## src/rtl/box_repaint_seq.sv

```systemverilog
// Track-box repaint sequencer: walks the box table of every selected lane and paints
// each box pixel into the VGA adapter, one pixel per cycle. Optional backpressure: BOX_REPAINT_STALL_EN.
module box_repaint_seq #(
  parameter int NUM_PLAYERS   = 2,
  parameter int PLAYER_STRIDE = 80,
  parameter int LEFT_X        = 38,
  parameter int RIGHT_X       = 43,
  parameter int BOX_W         = 1,
  parameter int BOX_H         = 1
) (
  input  logic                   clk,
  input  logic                   reset,
  input  logic                   start,
  input  logic [NUM_PLAYERS-1:0] player_mask,
  input  logic [2:0]             colour_in,
`ifdef BOX_REPAINT_STALL_EN
  input  logic                   stall,
`endif
  output logic [7:0]             x,
  output logic [6:0]             y,
  output logic [2:0]             colour,
  output logic                   plot,
  output logic                   busy,
  output logic                   done
);

  typedef enum logic [1:0] {
    IDLE = 2'd0,
    DRAW = 2'd1,
    DONE = 2'd2
  } state_e;

  localparam logic [5:0] LAST_IDX = 6'd32;
  localparam logic [2:0] LAST_DX  = 3'(BOX_W - 1);
  localparam logic [2:0] LAST_DY  = 3'(BOX_H - 1);

  localparam int  MAX_COL_X = (LEFT_X > RIGHT_X) ? LEFT_X : RIGHT_X;
  localparam bit  CFG_OK    = (NUM_PLAYERS >= 1) && (NUM_PLAYERS <= 4) &&
                              (BOX_W >= 1) && (BOX_W <= 8) && (BOX_H >= 1) && (BOX_H <= 8) &&
                              (LEFT_X >= 0) && (RIGHT_X >= 0) && (PLAYER_STRIDE >= 0) &&
                              (MAX_COL_X + (NUM_PLAYERS - 1) * PLAYER_STRIDE + BOX_W - 1 <= 159) &&
                              (100 + BOX_H - 1 <= 119);

  state_e                 state_q, state_d;
  logic [NUM_PLAYERS-1:0] mask_q, mask_d;
  logic [1:0]             lane_q, lane_d;
  logic [5:0]             idx_q, idx_d;
  logic [2:0]             dx_q, dx_d;
  logic [2:0]             dy_q, dy_d;
  logic [7:0]             x_q, x_d;
  logic [6:0]             y_q, y_d;
  logic [2:0]             colour_q, colour_d;
  logic                   plot_q, plot_d;
  logic                   busy_q, busy_d;
  logic                   done_q, done_d;
  logic                   stall_w;
  logic [2:0]             first_lane;
  logic [2:0]             next_lane;

`ifdef BOX_REPAINT_STALL_EN
  assign stall_w = stall;
`else
  assign stall_w = 1'b0;
`endif

  // Row of each table entry: 0..16 left column, 17..32 right column.
  function automatic logic [6:0] row_y(input logic [5:0] idx);
    case (idx)
      6'd0:  row_y = 7'd4;   6'd1:  row_y = 7'd13;  6'd2:  row_y = 7'd19;
      6'd3:  row_y = 7'd22;  6'd4:  row_y = 7'd25;  6'd5:  row_y = 7'd31;
      6'd6:  row_y = 7'd37;  6'd7:  row_y = 7'd49;  6'd8:  row_y = 7'd58;
      6'd9:  row_y = 7'd61;  6'd10: row_y = 7'd67;  6'd11: row_y = 7'd76;
      6'd12: row_y = 7'd82;  6'd13: row_y = 7'd85;  6'd14: row_y = 7'd88;
      6'd15: row_y = 7'd94;  6'd16: row_y = 7'd97;  6'd17: row_y = 7'd7;
      6'd18: row_y = 7'd10;  6'd19: row_y = 7'd16;  6'd20: row_y = 7'd28;
      6'd21: row_y = 7'd34;  6'd22: row_y = 7'd40;  6'd23: row_y = 7'd43;
      6'd24: row_y = 7'd46;  6'd25: row_y = 7'd52;  6'd26: row_y = 7'd55;
      6'd27: row_y = 7'd64;  6'd28: row_y = 7'd70;  6'd29: row_y = 7'd73;
      6'd30: row_y = 7'd79;  6'd31: row_y = 7'd91;
      default: row_y = 7'd100;
    endcase
  endfunction

  // Lowest set lane at or above 'from'; bit 2 set means no such lane.
  function automatic logic [2:0] lowest_from(input logic [NUM_PLAYERS-1:0] m, input logic [2:0] from);
    lowest_from = 3'd4;
    for (int p = NUM_PLAYERS - 1; p >= 0; p--) begin
      if (m[p] && (3'(p) >= from)) lowest_from = 3'(p);
    end
  endfunction

  function automatic logic [7:0] pixel_x(input logic [1:0] lane, input logic [5:0] idx,
                                         input logic [2:0] dx);
    int col_x;
    col_x = (idx < 6'd17) ? LEFT_X : RIGHT_X;
    return 8'(col_x + int'(lane) * PLAYER_STRIDE + int'(dx));
  endfunction

  function automatic logic [6:0] pixel_y(input logic [5:0] idx, input logic [2:0] dy);
    return 7'(int'(row_y(idx)) + int'(dy));
  endfunction

  assign first_lane = lowest_from(player_mask, 3'd0);
  assign next_lane  = lowest_from(mask_q, {1'b0, lane_q} + 3'd1);

  // NOTE: every variable gets a default before the case so no path leaves one unassigned (no latches).
  always_comb begin
    state_d  = state_q;
    mask_d   = mask_q;
    lane_d   = lane_q;
    idx_d    = idx_q;
    dx_d     = dx_q;
    dy_d     = dy_q;
    x_d      = x_q;
    y_d      = y_q;
    colour_d = colour_q;
    plot_d   = 1'b0;
    busy_d   = 1'b0;
    done_d   = 1'b0;

    case (state_q)
      IDLE: begin
        if (start) begin
          mask_d = player_mask;
          if (first_lane[2]) begin
            state_d = DONE;
            done_d  = 1'b1;
          end else begin
            state_d  = DRAW;
            lane_d   = first_lane[1:0];
            idx_d    = 6'd0;
            dx_d     = 3'd0;
            dy_d     = 3'd0;
            colour_d = colour_in;
            plot_d   = 1'b1;
            busy_d   = 1'b1;
          end
        end
      end
      DRAW: begin
        busy_d = 1'b1;
        // A stall holds the last presented pixel with plot low; the next one follows on release.
        if (!stall_w) begin
          if (dx_q == LAST_DX && dy_q == LAST_DY && idx_q == LAST_IDX && next_lane[2]) begin
            state_d = DONE;
            busy_d  = 1'b0;
            done_d  = 1'b1;
          end else begin
            plot_d = 1'b1;
            if (dx_q != LAST_DX) begin
              dx_d = dx_q + 3'd1;
            end else begin
              dx_d = 3'd0;
              if (dy_q != LAST_DY) begin
                dy_d = dy_q + 3'd1;
              end else begin
                dy_d = 3'd0;
                if (idx_q != LAST_IDX) begin
                  idx_d = idx_q + 6'd1;
                end else begin
                  idx_d  = 6'd0;
                  lane_d = next_lane[1:0];
                end
              end
            end
          end
        end
      end
      DONE: state_d = IDLE;
      default: state_d = IDLE;
    endcase

    if (plot_d) begin
      x_d = pixel_x(lane_d, idx_d, dx_d);
      y_d = pixel_y(idx_d, dy_d);
    end
  end

  // NOTE: state registers use non-blocking assignments so every flop samples pre-edge values.
  always_ff @(posedge clk or posedge reset) begin
    if (reset) begin
      state_q  <= IDLE;
      mask_q   <= '0;
      lane_q   <= 2'd0;
      idx_q    <= 6'd0;
      dx_q     <= 3'd0;
      dy_q     <= 3'd0;
      x_q      <= 8'd0;
      y_q      <= 7'd0;
      colour_q <= 3'd0;
      plot_q   <= 1'b0;
      busy_q   <= 1'b0;
      done_q   <= 1'b0;
    end else begin
      state_q  <= state_d;
      mask_q   <= mask_d;
      lane_q   <= lane_d;
      idx_q    <= idx_d;
      dx_q     <= dx_d;
      dy_q     <= dy_d;
      x_q      <= x_d;
      y_q      <= y_d;
      colour_q <= colour_d;
      plot_q   <= plot_d;
      busy_q   <= busy_d;
      done_q   <= done_d;
    end
  end

  assign x      = x_q;
  assign y      = y_q;
  assign colour = colour_q;
  assign plot   = plot_q;
  assign busy   = busy_q;
  assign done   = done_q;

  cfg_range: assert property (@(posedge clk) CFG_OK)
    else $error("box_repaint_seq: parameters place pixels outside the 160x120 screen");

endmodule

```

## config.mk

```make
export PLATFORM = sky130hd
export DESIGN_NAME = box_repaint_seq
export DESIGN_NICKNAME = d
export VERILOG_FILES = /design/src/rtl/box_repaint_seq.sv
export SDC_FILE = /design/constraint.sdc
export NUM_CORES = 1
export LEC_CHECK = 0
export ABC_AREA = 1
export BUFFER_PORTS_ARGS = -buffer_cell sky130_fd_sc_hd__clkbuf_2
export CAP_MARGIN = 25
export CORE_ASPECT_RATIO = 0.5
export CORE_UTILIZATION = 30
export DETAILED_ROUTE_END_ITERATION = 7
export PLACE_DENSITY_LB_ADDON = 0.08
export REMOVE_ABC_BUFFERS = 1
export SLEW_MARGIN = 30
export SYNTH_ARGS = -nofsm -noshare
export SYNTH_HDL_FRONTEND = slang
export SYNTH_SLANG_ARGS = --single-unit
```

## constraint.sdc

```tcl
create_clock -name clk -period 5.3 [get_ports clk]
set_input_delay 0.265 -clock clk [delete_from_list [all_inputs] [get_ports clk]]
set_output_delay 0.265 -clock clk [all_outputs]
set_load 0.005 [all_outputs]
```

== Word level (Yosys, flattened, before mapping) ==
Memory sizes are Yosys's and may differ from the RTL's.
Cells that the tools add are included.

* Add/subtract/negate cells: 7
* Multiply operators: 1
* $lt $le $gt $ge: 3
* Eq/ne operators: 5
* Mux-type cells: 44
* Bitwise gates (word level): 1
* Reductions and logical operators: 13

{| class="wikitable"
|+ Operator list
! cell !! number
|-
| 3-bit two-way mux || 13
|-
| 6-bit two-way mux || 6
|-
| 2-bit two-way mux || 9
|-
| 7-bit two-way mux || 2
|-
| 3-bit case mux with 2 select lines || 2
|-
| 6-bit case mux with 2 select lines || 1
|-
| 6-bit by 8-bit adder with 8-bit output || 1
|-
| 8-bit by 3-bit adder with 8-bit output || 1
|-
| 2-bit case mux with 2 select lines || 2
|-
| 7-bit by 3-bit adder with 7-bit output || 1
|-
| 3-bit by 1-bit adder with 3-bit output, second input constant || 2
|-
| 6-bit by 1-bit adder with 6-bit output, second input constant || 1
|-
| 6-bit == test, second input constant || 1
|-
| 1-bit by 3-bit >= comparator with 1-bit output, first input constant || 2
|-
| 3-bit zero test || 2
|-
| 6-bit by 5-bit less-than comparator with 1-bit output, second input constant || 1
|-
| 1-bit two-way mux || 6
|-
| 6-bit inequality test, second input constant || 1
|-
| 3-bit nonzero test || 2
|-
| 1-bit logical AND || 5
|-
| 2-bit by 3-bit multiplier with 4-bit output, second input constant || 1
|-
| 4-bit two-way mux || 1
|-
| 2-bit inequality test, second input constant || 2
|-
| 1-bit case mux with 2 select lines || 2
|-
| other kinds (6) || 7
|}

* Register bits after elaboration: 38
* Bits in read-only memories: 224
* Input port bits: 8
* Output and inout port bits: 21
* Logic and storage cells: 86
* Memories: 1

{| class="wikitable"
|+ Memory list
! name !! depth !! bits a word !! read ports !! clocked after Yosys merged registers in !! wr ports !! RTL line !! RTL
|-
| (name not given) || 32 || 7 || 1 || 0 || 0 || 68 || <nowiki>case (idx)</nowiki>
|}

== Depth between registers and ports, before layout ==
* Word-level depth: 13
* Mapped depth: 24
* Gate-level depth less buffers: 24

== Worst setup path before layout ==
No wires, ideal clock.

* Path kind: reg-to-reg
* From: register dx_q[0]
* To: register y_q[4] (netlist: y[4])
* Data arrival time: 3252 ps
* Data required time: 5183 ps
* Path slack: 1931 ps
* Cell stages (with the launch flop): 23
* Path buffers: 0
* Period minus slack after synthesis: 3369 ps
* Path through: dfrtp_1 -> inv_1 -> ha_1 -> nand2_4 -> nor2_8 -> a21boi_2 -> nand4_1 -> nor2_1 -> nor2_1 -> nand2_1 -> o21ai_2 -> inv_2 -> o221ai_1 -> a31oi_1 -> ha_1 -> inv_1 -> fa_1 -> or2_2 -> nand2_1 -> nand3_2 -> or2_1 -> nand3_1 -> nand2_1

* Elaborated cells between the ends (all ways): 17
* Classes of those cells: 1 x add/sub; 10 x mux; 5 x reduce/logical; 1 x memory

{| class="wikitable"
|+ RTL lines
! item !! RTL line !! RTL
|-
| from (decl) || 48 || <nowiki>logic [2:0] dx_q, dx_d;</nowiki>
|-
| from (signal assigned) || 186 || <nowiki>dx_q <= 3'd0;</nowiki>
|-
| from (signal assigned) || 199 || <nowiki>dx_q <= dx_d;</nowiki>
|-
| 3-bit zero test || 144 || <nowiki>if (dx_q == LAST_DX && dy_q == LAST_DY && idx_q == LAST_IDX && next_lane[2]) begin</nowiki>
|-
| 1-bit logical AND (3 in series) || 144 ||
|-
| 6-bit two-way mux (*) || 144 ||
|-
| 6-bit case mux with 2 select lines (*) || 121 || <nowiki>case (state_q)</nowiki>
|-
| via idx_d[5] || 47 || <nowiki>logic [5:0] idx_q, idx_d;</nowiki>
|-
| 7-bit two-way mux (*) || 68 ||
|-
| 7-bit two-way mux (*) || 173 || <nowiki>if (plot_d) begin</nowiki>
|-
| 7-bit by 3-bit adder with 7-bit output (*) || 100 || <nowiki>return 7'(int'(row_y(idx)) + int'(dy));</nowiki>
|-
| to (signal assigned) || 202 || <nowiki>y_q <= y_d;</nowiki>
|-
| to (decl) || 51 || <nowiki>logic [6:0] y_q, y_d;</nowiki>
|}

Mark *: on every way through the listed nets, which the timed path passes. The rest lies on a longest branch. The select of a mux whose other input is x is not followed.
A chain may end at the register's enable or synchronous reset.

== Final worst setup path ==
* From: register idx_q[0]
* To: register y_q[4] (netlist: y[4])

* Elaborated cells between the ends (all ways): 20
* Classes of those cells: 2 x add/sub; 2 x eq/ne; 13 x mux; 2 x reduce/logical; 1 x memory

{| class="wikitable"
|+ RTL lines
! item !! RTL line !! RTL
|-
| from (decl) || 47 ||
|-
| from (signal assigned) || 198 || <nowiki>idx_q <= idx_d;</nowiki>
|-
| 6-bit == test || 144 ||
|-
| 1-bit logical AND (2 in series) || 144 ||
|-
| 3-bit two-way mux || 144 ||
|-
| 3-bit case mux with 2 select lines || 121 ||
|-
| via dy_d[0] || 49 || <nowiki>logic [2:0] dy_q, dy_d;</nowiki>
|-
| 7-bit by 3-bit adder with 7-bit output || 100 ||
|}

The timed path passes the listed nets, and every way through them passes these cells. The select of a mux whose other input is x is not followed.

==> flow_metrics.tcl <==
set metrics [dict create \
    status "complete, no violations" \
    cp_max_fo 21 \
    min_period_ns 4.327 \
    stdcell_area_sq_um 3184 \
    grtUsageTotal_pct 14.82 \
    slowest_delay_ns 0.61 \
    rows 24 \
    via_count 2396 \
    startpoint_type "flop" \
    fp.dieH_um 70.03 \
    p_comb_share_pct 60.8 \
    r2r-start "idx_q[0]$_DFF_PP0_" \
    relSlewSlack_pct 56.33 \
    seq_area_frac_synth_pct 33.35 \
    antennaDiodeCount 0 \
    fin_hold_ws_ns 0.07876 \
    postSynthAreaPerCell_sq_um 7.712 \
    cts-root-buf "clkbuf_16" \
    die_w_um 138.1 \
    drive_gt1_share_pct 23.91 \
    worst_slew_pin_slew_ns 0.6532 \
    ir_drop_uv 194.5 \
    p_per_area_nw_per_um2 646.5 \
    grt_max_degree 38 \
    crit_family "simple AND/OR/NAND/NOR gates" \
    hold_viol 0 \
    leakagePower_nw 1.561 \
    cts_tree "built" \
    drtIter0Drc 168 \
    totalWireLength_mm 6.645 \
    grt_util_met3_pct 3.498 \
    cap_violations 0 \
    crit_required_ns 5.47 \
    clockBufferDepth 2 \
    final_nets 414 \
    area_growth_pct 14.69 \
    dieArea_sq_um 9667 \
    path_buf_inv 3 \
    dpl.hpwl_mm 5.166 \
    grt_pass1_vias 2237 \
    power.switching_mw 1.004 \
    htreeDepth 2 \
    port_buffers 28 \
    fill_cells 946 \
    synth_area_sq_um 2776 \
    antenna_left 0 \
    path_cells "inv_1, ha_1, nand3_4, nor2_8, nand3_1, nand2_1, nand2_1, inv_1, nor2_1, o21ai_0, ha_1, inv_1, fa_1, or2_2, nand2_1, nand3_2, or2_1, nand3_1, nand2_1" \
    end_kind "flop" \
    clock-sinks 37 \
    cts_made_buffers 5 \
    grt.overflow.total 0 \
    setup_tns_ns 0 \
    viasPerCell 4.735 \
    path_clk_slew_ns 0.06 \
    p_int_mw 1.055 \
    firstDrtPassIters 4 \
    synthCells 360 \
    core_sq_um 8828 \
    rsz0062_at_grt "no" \
    placed_cell_area_sq_um 3013 \
    start_util_pct 31.45 \
    route.detailed.wl_per_inst_um 13.13 \
    finalClockSkew_ns 0.008116 \
    crit_type "reg2reg" \
    grt_use_met1_pct 20.85 \
    max_freq_ghz 0.2311 \
    period_share_pct 81.64 \
    io_pins 29 \
    p_sw_share_pct 48.76 \
    critical_path_arrival_ns 4.50 \
    cts_setup_buffers 0 \
    ys_seq_elements 37 \
    drc 0 \
    cp_common_cell "nand2_1" \
    grt_pass1_wl_mm 11.37 \
    final_common_cell "nand2_1" \
    min_path_type "in2async" \
    grtUsageMet2_pct 22.56 \
    final_cell_mix "97 x nand2_1, 37 x dfrtp_1, 36 x inv_1, 28 x nor2_1, 28 x clkbuf_2" \
    critPathLaunch "idx_q[0]$_DFF_PP0_" \
    busiest_layer "met2" \
    post_cts_resized 0 \
    holdBufCountCts 0 \
    clk_latency_ns 0.28 \
    seq_power_share_pct 22.5 \
    yosys_warnings 0 \
    clockPowerShare_pct 16.7 \
    gp_congestion 0.8416 \
    synth_cell_types 45 \
    cpMaxStageDelayCell "inv_1" \
    grt_antenna_before_repair 0 \
    setup_viol 0 \
    slew_violations 0 \
]
-- path summary, 6_finish.rpt --
kind / endpoint / slack, ns / cells past startpoint
min in group clk: colour[0]$_DFFE_PP0P_ / 0.17 / 3
worst min register to register: y[0]$_DFFE_PP0P_ / 0.48 / 2
max in group asynchronous: lane_q[0]$_DFF_PP0_ / 4.88 / 3
worst min-delay path: x[1]$_DFFE_PP0P_ / 0.08 / 3
worst max-delay path: y[4]$_DFFE_PP0P_ / 0.97 / 19
worst max register to register: y[4]$_DFFE_PP0P_ / 0.97 / 19
-- metal layers --
metal	wire (um)	part of all wire [%]
met2	2858	43
met5	0	0
met1	3430	52
met4	84	1.3
met3	272	4.1
-- tightest hold or removal path: cells and delay by family --
kind | cells | cell delay (ns)
buffers and inverters | 3 | 0.54
-- cells in the mapped netlist (all sizes together) --
library cell  instances  share of area (%)
dfrtp                37                 33
o22ai                 4               0.90
o31ai                 1               0.27
clkinv                3               0.77
o21ai                17                3.3
inv                  47                6.4
o21a                  1               0.27
nand4                 2               0.45
xnor2                 1               0.32
or2                   2               0.45
nand3                36                9.8
xor2                  1               0.32
a21boi                1               0.41
clkbuf                2               0.27
nor2                 34                6.7
o21bai                2               0.54
a311oi                1               0.32
a221oi                2               0.63
o211ai                3               0.81
nand2               117                 19
o221ai                2               0.63
nand3b                2               0.54
ha                   17                7.7
fa                    1               0.72
a21oi                15                2.8
nor3                  2               0.54
a31oi                 1               0.23
buf                   6                1.8
-- stage by stage --
step	cells	power, mW	setup WS (ns)	utilization [%]
after floorplan	352	1.405	1.779	-
after global placement	498	1.728	1.101	34.13
after detailed placement	498	1.732	0.9024	34.13
after CTS	506	2.090	0.8853	36.07
after global routing	506	2.266	0.5821	36.07
final	506	2.059	0.9733	36.07
-- cells by family after synthesis --
| logic type | Yosys count | share of synthesized area [%] |
|---|---|---|
| AO/OA/AOI/OAI | 50 | 11.18 |
| XOR/XNOR | 2 | 0.6310 |
| adder cells (fa/ha/maj) | 18 | 8.382 |
| buffers and inverters | 58 | 9.284 |
| flip-flops | 37 | 33.35 |
| AND/OR/NAND/NOR | 195 | 37.18 |
-- layout make-up --
cell class	count	area (sq um)	share of cell area [%]
repair buffers	29	147.6	4.637
clock inverters	3	46.29	1.454
inverters	50	200.2	6.287
well taps	117	146.4	4.597
flip-flops and latches	37	925.9	29.08
multi-input cells	265	1593	50.02
clock buffers	5	125.1	3.929
-- state kept, by name (all words and copies together) (netlist names) --
| name | flops |
|---|---|
| x | 8 |
| y | 7 |
| idx_q | 6 |
| colour | 3 |
| dx_q | 3 |
| dy_q | 3 |
| lane_q | 2 |
| state_q | 2 |
| busy | 1 |
| done | 1 |
| mask_q | 1 |
-- power groups by stage --
stage | logic (mW) | clock network, mW | registers, mW
2_1_floorplan | 0.940 | 0 | 0.465
3_3_place_gp | 1.26 | 0 | 0.466
3_5_place_dp | 1.26 | 0 | 0.471
4_1_cts | 1.27 | 0.358 | 0.466
5_1_grt | 1.41 | 0.371 | 0.481
6_report | 1.25 | 0.343 | 0.464
Note: power is estimated with default switching activity, not from simulation.
